<file path="config.mk">
export PLATFORM = sky130hd
export DESIGN_NAME = display_loader
export DESIGN_NICKNAME = d
export VERILOG_FILES = /design/src/rtl/display_pkg.sv /design/src/rtl/display_loader.sv
export SDC_FILE = /design/constraint.sdc
export NUM_CORES = 1
export LEC_CHECK = 0
export BUFFER_PORTS_ARGS = -buffer_cell sky130_fd_sc_hd__buf_4
export CAP_MARGIN = 40
export CORE_MARGIN = 3
export CORE_UTILIZATION = 25
export CTS_BUF_LIST = sky130_fd_sc_hd__clkbuf_8
export DETAILED_ROUTE_END_ITERATION = 10
export PLACE_DENSITY_LB_ADDON = 0.2
export REMOVE_ABC_BUFFERS = 1
export SLEW_MARGIN = 0
export SYNTH_ARGS = -nofsm -noshare
export SYNTH_HDL_FRONTEND = slang
export SYNTH_SLANG_ARGS = --single-unit
</file>
<file path="constraint.sdc">
create_clock -name clk -period 3 [get_ports clk]
set_input_delay 0.45 -clock clk [delete_from_list [all_inputs] [get_ports clk]]
set_output_delay 0.45 -clock clk [all_outputs]
set_load 0.01 [all_outputs]
</file>
<file path="src/rtl/display_pkg.sv">
// Shared definitions for the display loader and the display multiplexer:
// digit geometry, blank code, FSM states and frame helper functions.
package display_pkg;

  localparam int DIGIT_W    = 5;
  localparam int NUM_DIGITS = 6;
  localparam int FRAME_W    = DIGIT_W * NUM_DIGITS;
  localparam int SLOT_W     = 3;

  localparam logic [DIGIT_W-1:0] BLANK_CODE = 5'd31;
  localparam logic [SLOT_W-1:0]  LAST_SLOT  = SLOT_W'(NUM_DIGITS - 1);

  typedef enum logic [2:0] {
    ST_IDLE  = 3'd0,
    ST_SETUP = 3'd1,
    ST_HIGH  = 3'd2,
    ST_HOLD  = 3'd3,
    ST_DONE  = 3'd4
  } state_e;

  // Blinking slots are replaced by the blank code only while the phase is "off".
  function automatic logic [FRAME_W-1:0] blink_frame(
    input logic [FRAME_W-1:0]    digits,
    input logic [NUM_DIGITS-1:0] mask,
    input logic                  phase,
    input logic [DIGIT_W-1:0]    blank
  );
    logic [FRAME_W-1:0] f;
    f = digits;
    for (int k = 0; k < NUM_DIGITS; k++) begin
      if (mask[k] && phase) f[k*DIGIT_W +: DIGIT_W] = blank;
    end
    return f;
  endfunction

  function automatic logic [DIGIT_W-1:0] slot_code(
    input logic [FRAME_W-1:0] frame,
    input logic [SLOT_W-1:0]  slot
  );
    logic [DIGIT_W-1:0] code;
    code = '0;
    for (int i = 0; i < NUM_DIGITS; i++) begin
      if (slot == SLOT_W'(i)) code = frame[i*DIGIT_W +: DIGIT_W];
    end
    return code;
  endfunction

endpackage

</file>
<file path="src/rtl/display_loader.sv">
// Serialises a six-digit frame into the display multiplexer, slot 5 first,
// with a setup / strobe-high / hold sequence per digit and one pending restart.
module display_loader
  import display_pkg::*;
#(
  parameter int                 SETUP_CYC  = 2,
  parameter int                 HIGH_CYC   = 2,
  parameter logic [DIGIT_W-1:0] BLANK_CODE = display_pkg::BLANK_CODE
) (
  input  logic                  clk,
  input  logic                  rst,
  input  logic                  start,
  input  logic [FRAME_W-1:0]    digits_in,
  input  logic [NUM_DIGITS-1:0] blink_mask,
  input  logic                  blink_phase,
  output logic [DIGIT_W-1:0]    digit,
  output logic                  latch,
  output logic                  busy,
  output logic                  done,
  output logic [2:0]            state_dbg
);

  localparam int MAX_CYC = (SETUP_CYC > HIGH_CYC) ? SETUP_CYC : HIGH_CYC;
  localparam int PW      = $clog2(MAX_CYC) + 1;

  localparam logic [PW-1:0] SETUP_LAST = PW'(SETUP_CYC - 1);
  localparam logic [PW-1:0] HIGH_LAST  = PW'(HIGH_CYC - 1);

  state_e               state_q, state_d;
  logic [SLOT_W-1:0]    slot_q, slot_d;
  logic [PW-1:0]        phase_q, phase_d;
  logic [FRAME_W-1:0]   frame_q, frame_d;
  logic [FRAME_W-1:0]   pend_frame_q, pend_frame_d;
  logic                 pend_q, pend_d;
  logic [DIGIT_W-1:0]   digit_q, digit_d;
  logic [FRAME_W-1:0]   captured;
  logic                 busy_w;

  assign captured = blink_frame(digits_in, blink_mask, blink_phase, BLANK_CODE);
  assign busy_w   = (state_q == ST_SETUP) || (state_q == ST_HIGH) || (state_q == ST_HOLD);

  always_ff @(posedge clk) begin
    if (rst) begin
      state_q      <= ST_IDLE;
      slot_q       <= '0;
      phase_q      <= '0;
      frame_q      <= '0;
      pend_frame_q <= '0;
      pend_q       <= 1'b0;
      digit_q      <= '0;
    end else begin
      state_q      <= state_d;
      slot_q       <= slot_d;
      phase_q      <= phase_d;
      frame_q      <= frame_d;
      pend_frame_q <= pend_frame_d;
      pend_q       <= pend_d;
      digit_q      <= digit_d;
    end
  end

  always_comb begin
    state_d      = state_q;
    slot_d       = slot_q;
    phase_d      = phase_q;
    frame_d      = frame_q;
    pend_frame_d = pend_frame_q;
    pend_d       = pend_q;
    digit_d      = digit_q;

    case (state_q)
      ST_IDLE: begin
        if (start) begin
          state_d = ST_SETUP;
          frame_d = captured;
          slot_d  = LAST_SLOT;
          phase_d = '0;
          digit_d = slot_code(captured, LAST_SLOT);
        end
      end
      ST_SETUP: begin
        if (phase_q == SETUP_LAST) begin
          state_d = ST_HIGH;
          phase_d = '0;
        end else begin
          phase_d = phase_q + PW'(1);
        end
      end
      ST_HIGH: begin
        if (phase_q == HIGH_LAST) begin
          state_d = ST_HOLD;
          phase_d = '0;
        end else begin
          phase_d = phase_q + PW'(1);
        end
      end
      ST_HOLD: begin
        // Slot 0 is the last one shifted; the index never goes below it.
        if (slot_q == '0) begin
          state_d = ST_DONE;
        end else begin
          state_d = ST_SETUP;
          slot_d  = slot_q - SLOT_W'(1);
          phase_d = '0;
          digit_d = slot_code(frame_q, slot_q - SLOT_W'(1));
        end
      end
      ST_DONE: begin
        // A fresh request this cycle beats an older pending frame.
        if (start || pend_q) begin
          state_d = ST_SETUP;
          frame_d = start ? captured : pend_frame_q;
          slot_d  = LAST_SLOT;
          phase_d = '0;
          digit_d = slot_code(start ? captured : pend_frame_q, LAST_SLOT);
          pend_d  = 1'b0;
        end else begin
          state_d = ST_IDLE;
        end
      end
      default: begin
        state_d = ST_IDLE;
      end
    endcase

    if (busy_w && start) begin
      pend_d       = 1'b1;
      pend_frame_d = captured;
    end
  end

  assign digit     = digit_q;
  assign latch     = (state_q == ST_HIGH);
  assign busy      = busy_w;
  assign done      = (state_q == ST_DONE);
  assign state_dbg = state_q;

endmodule

</file>
==> report_table.html <==
<table>
<tr><th>Metric</th><th>Value</th></tr>
<tr><th colspan="2">Yosys</th></tr>
<tr><td>Mapped cell area</td><td>3840 sq um</td></tr>
<tr><td>Mapped Cells</td><td>459</td></tr>
<tr><td>Register area share after synthesis</td><td>38.5%</td></tr>
<tr><td>Unique masters post-synth</td><td>40</td></tr>
<tr><td>Number of synthesized register bits</td><td>74</td></tr>
<tr><td>Avg Inst Size Synth</td><td>8.38 sq um</td></tr>
<tr><td>Warnings from Yosys</td><td>0</td></tr>
<tr><th colspan="2">Drt</th></tr>
<tr><td>Drc violations</td><td>0</td></tr>
<tr><td>WL/cell</td><td>about 14 um</td></tr>
<tr><td>Wirelength, routed</td><td>roughly 9500 um</td></tr>
<tr><td>Post-detailed-route via-to-cell ratio</td><td>between 4 and 5</td></tr>
<tr><td>Total vias in the final route</td><td>between 3000 and 4000</td></tr>
<tr><td>Pre-antenna DRT Iters</td><td>4</td></tr>
<tr><td>Routed Antenna Nets</td><td>0</td></tr>
<tr><td>Initial DRC Count</td><td>~220</td></tr>
<tr><th colspan="2">Worst setup path</th></tr>
<tr><td>Kind of capture point of the worst setup path</td><td>flop</td></tr>
<tr><td>Critical-path maximum fanout</td><td>65</td></tr>
<tr><td>Worst-path cell chain</td><td>or4b_4, o221ai_1, a311oi_1</td></tr>
<tr><td>Launch point of the worst reg-to-reg path</td><td>state_dbg[2]</td></tr>
<tr><td>Worst endpoint required time</td><td>approximately 3.2 ns</td></tr>
<tr><td>Worst setup path startpoint</td><td>state_dbg[2]</td></tr>
<tr><td>CP Buf/Inv Count</td><td>0</td></tr>
<tr><td>Slowest stage cell on the critical path</td><td>or4b_4</td></tr>
<tr><td>CP Launch Type</td><td>flop</td></tr>
<tr><td>CP Data Arrival Time</td><td>about 2.4 ns</td></tr>
<tr><td>Critical Setup Path Class</td><td>flop to flop</td></tr>
<tr><td>Top Family by Delay on Critical Path</td><td>simple AND/OR/NAND/NOR gates</td></tr>
<tr><td>Delay of the slowest cell on the worst path</td><td>around 0.9 ns</td></tr>
<tr><th colspan="2">Min path</th></tr>
<tr><td>Hold WC Path Type</td><td>primary input to flop</td></tr>
<tr><td>Startpoint of the lowest-slack hold path</td><td>digits_in[20]</td></tr>
<tr><th colspan="2">Layout</th></tr>
<tr><td>Layout Area Growth over Synthesis</td><td>16.5%</td></tr>
<tr><td>Fillers</td><td>approximately 1600</td></tr>
<tr><td>Most frequent cells in the layout</td><td>74 x dfxtp_1, 57 x buf_4, 53 x a21oi_1</td></tr>
<tr><td>ANT cells</td><td>0</td></tr>
<tr><td>Nets</td><td>531</td></tr>
<tr><td>Final cell count without fillers</td><td>674</td></tr>
<tr><td>Most common cell after layout, fill and taps aside</td><td>dfxtp_1</td></tr>
<tr><td>Post-Layout Inst Area</td><td>around 4500 sq um</td></tr>
<tr><td>Area of the multi-input gates</td><td>~2100 sq um</td></tr>
<tr><td>Fraction of final layout cells sized beyond drive strength 1</td><td>between 20 and 30%</td></tr>
<tr><td>Storage cell area</td><td>roughly 1500 sq um</td></tr>
<tr><th colspan="2">Timing</th></tr>
<tr><td>Relative slew slack</td><td>a little over two fifths</td></tr>
<tr><td>Final count of hold timing violations</td><td>0</td></tr>
<tr><td>Minimum period implied by the final worst setup slack</td><td>about 2.2 ns</td></tr>
<tr><td>Setup TNS</td><td>0 ns</td></tr>
<tr><td>Total setup violations reported at the end of the flow</td><td>0</td></tr>
<tr><td>Worst Hold Margin</td><td>around 0.46 ns</td></tr>
<tr><td>Worst Slack Setup Final</td><td>approximately 0.79 ns</td></tr>
<tr><td>Top achievable clock speed</td><td>approximately 450 MHz</td></tr>
<tr><td>Fraction of the cycle the final worst path needs</td><td>73.5%</td></tr>
<tr><td>Worst Clk Skew</td><td>approximately 0.0066 ns</td></tr>
<tr><td>Final-report max-slew violation count</td><td>0</td></tr>
<tr><td>Setup repair after global routing missed its margin</td><td>false</td></tr>
<tr><td>Tightest Pin Transition</td><td>roughly 0.87 ns</td></tr>
<tr><th colspan="2">Global routing</th></tr>
<tr><td>Wire length of the first global-routing pass</td><td>between 15000 and 20000 um</td></tr>
<tr><td>Vias in the first global route</td><td>between 3000 and 4000</td></tr>
<tr><td>Global route overflow</td><td>0</td></tr>
<tr><td>Total track usage</td><td>approximately an eighth</td></tr>
<tr><td>Largest net degree at the start of global routing</td><td>66</td></tr>
<tr><td>Initial antenna violation count</td><td>0</td></tr>
<tr><th colspan="2">CTS</th></tr>
<tr><td>Root buf cell</td><td>clkbuf_8</td></tr>
<tr><td>Number of instances resized during post-cts repair</td><td>0</td></tr>
<tr><td>Number of setup buffers added after CTS</td><td>0</td></tr>
<tr><td>TritonCTS clock tree</td><td>done</td></tr>
<tr><td>Clock latency on the worst-skew pair</td><td>0.35 ns</td></tr>
<tr><td>Clock edge transition at the registers on the reported setup and hold paths</td><td>around 0.08 ns</td></tr>
<tr><td>Level count of the clock H-tree</td><td>3</td></tr>
<tr><td>Clock sink total</td><td>74</td></tr>
<tr><td>Post-CTS Hold Buffers</td><td>0</td></tr>
<tr><td>Max clock buf depth</td><td>2</td></tr>
<tr><td>Number of buffers created by CTS</td><td>9</td></tr>
<tr><th colspan="2">Die</th></tr>
<tr><td>Top-Level Pins</td><td>51</td></tr>
<tr><td>Die height</td><td>between 100 and 150 um</td></tr>
<tr><td>Row count</td><td>44</td></tr>
<tr><td>Chip width</td><td>around 130 um</td></tr>
<tr><td>Area of the placeable core</td><td>14800 sq um</td></tr>
<tr><td>Starting Density</td><td>between 20% and 30%</td></tr>
<tr><td>Die Outline Area</td><td>roughly 17000 sq um</td></tr>
<tr><th colspan="2">Placement</th></tr>
<tr><td>Cell area reported after detailed placement</td><td>around 4300 sq um</td></tr>
<tr><td>Post-detail-place hpwl</td><td>between 6000 and 7000 um</td></tr>
<tr><td>Count of placed standard cells including taps</td><td>roughly 660</td></tr>
<tr><td>Worst slack at placement</td><td>around 0.82 ns</td></tr>
<tr><td>Weighted congestion reported at the end of routability-driven placement</td><td>0.754</td></tr>
<tr><td>I/O Buffers</td><td>50</td></tr>
<tr><th colspan="2">Flow run</th></tr>
<tr><td>Max-cap check violation count</td><td>0</td></tr>
<tr><th colspan="2">Pwr</th></tr>
<tr><td>Largest vdd supply drop</td><td>about 0.17 mV</td></tr>
<tr><td>Power density relative to cell area</td><td>491 nW/um^2</td></tr>
<tr><td>Leak pwr</td><td>about 1.6 nW</td></tr>
<tr><th colspan="2">Status</th></tr>
<tr><td>Result of the run</td><td>complete, no violations</td></tr>
</table>
==> metrics by stage <==
step / power (W) / util (%)
after floorplan: 0.00140 / -
after global placement: 0.00157 / 29.1
after detailed placement: 0.00158 / 29.2
after CTS: 0.00224 / 30.2
after global routing: 0.00235 / 30.2
final: 0.00220 / 30.2
==> worst reg2reg max path, cell delays in order (launching register included) <==
cell and delay [ns]:
dfxtp_1 0.69, or4b_4 0.89, o221ai_1 0.38, a311oi_1 0.12
==> sequential cells by signal, summed over array words and instances (netlist names) <==
| register | cells |
|---|---|
| digit | 5 |
| state_dbg | 3 |
| pend_q | 1 |
| frame_q | 30 |
| phase_q | 2 |
| slot_q | 3 |
| pend_frame_q | 30 |
==> layout make-up <==
class / count / area share (%)
multi-input cells: 326 / 47.0
clock buffers: 9 / 2.77
well taps: 184 / 5.14
flip-flops and latches: 74 / 33.1
clock inverters: 6 / 0.615
inverters: 17 / 1.42
repair buffers: 58 / 10.0
==> cells in the mapped netlist <==
cell,n,share of area (%)
nand2b_1,3,0.49
buf_6,4,1.2
a22o_1,1,0.23
a21o_1,4,0.78
ha_1,5,1.6
o21a_1,1,0.20
a311oi_1,5,1.1
nand2_1,45,4.4
nor3b_1,2,0.39
dfxtp_1,74,39
o32a_1,1,0.26
xor2_1,1,0.23
a221oi_1,4,0.91
and3b_1,2,0.46
clkbuf_1,26,2.5
o221ai_1,5,1.1
a21oi_1,53,6.9
inv_1,17,1.7
nor2b_1,6,0.98
a21oi_2,20,4.6
o32ai_1,1,0.23
a21boi_0,1,0.20
nor2_1,45,4.4
a2111oi_0,1,0.23
buf_1,1,0.098
a31oi_1,4,0.65
or4b_4,1,0.36
o21ai_0,8,1.0
o211ai_1,14,2.7
o211ai_2,20,6.5
o22a_1,2,0.46
a211oi_1,30,5.9
or3_1,1,0.16
buf_4,2,0.39
nor3b_2,1,0.33
nor3_1,7,0.91
nand3b_1,10,2.0
nand2_2,20,3.3
a221o_1,2,0.52
buf_2,9,1.2
==> report_power, final <==
group / switching [W] / leakage [nW] / total (W) / internal (W)
Combinational: 0.000238 / 0.939 / 0.000423 / 0.000185
Sequential: 0.0000606 / 0.609 / 0.00112 / 0.00106
Clock: 0.000370 / 0.0910 / 0.000654 / 0.000284
==> routing by layer <==
metal | vias to the layer above | part of all wire [%] | routed length (um) | global-route usage (%)
met3 | 11 | 3.6 | 347 | 2.29
li1 | 1697 | - | - | -
met1 | 1448 | 51 | 4910 | 16.9
met4 | 0 | 1.4 | 135 | 4.03
met2 | 59 | 43 | 4140 | 17.6
met5 | - | 0 | 0 | 0
==> logic make-up after synthesis <==
family	after synthesis	share of synthesized area [%]
fa+ha+maj	5	1.63
buf+inv	59	7.03
simple gates	143	18.1
flops	74	38.5
xor+xnor	1	0.228
compound gates	177	34.5
==> worst paths after layout <==
check,end,slack (ns),cells after the start
setup / recovery,digit[4],0.79,3
hold / removal,pend_frame_q[20],0.46,3
setup reg to reg,digit[4],0.79,3
hold reg to reg,frame_q[26],0.46,2
(Power assumes the default switching activity.)
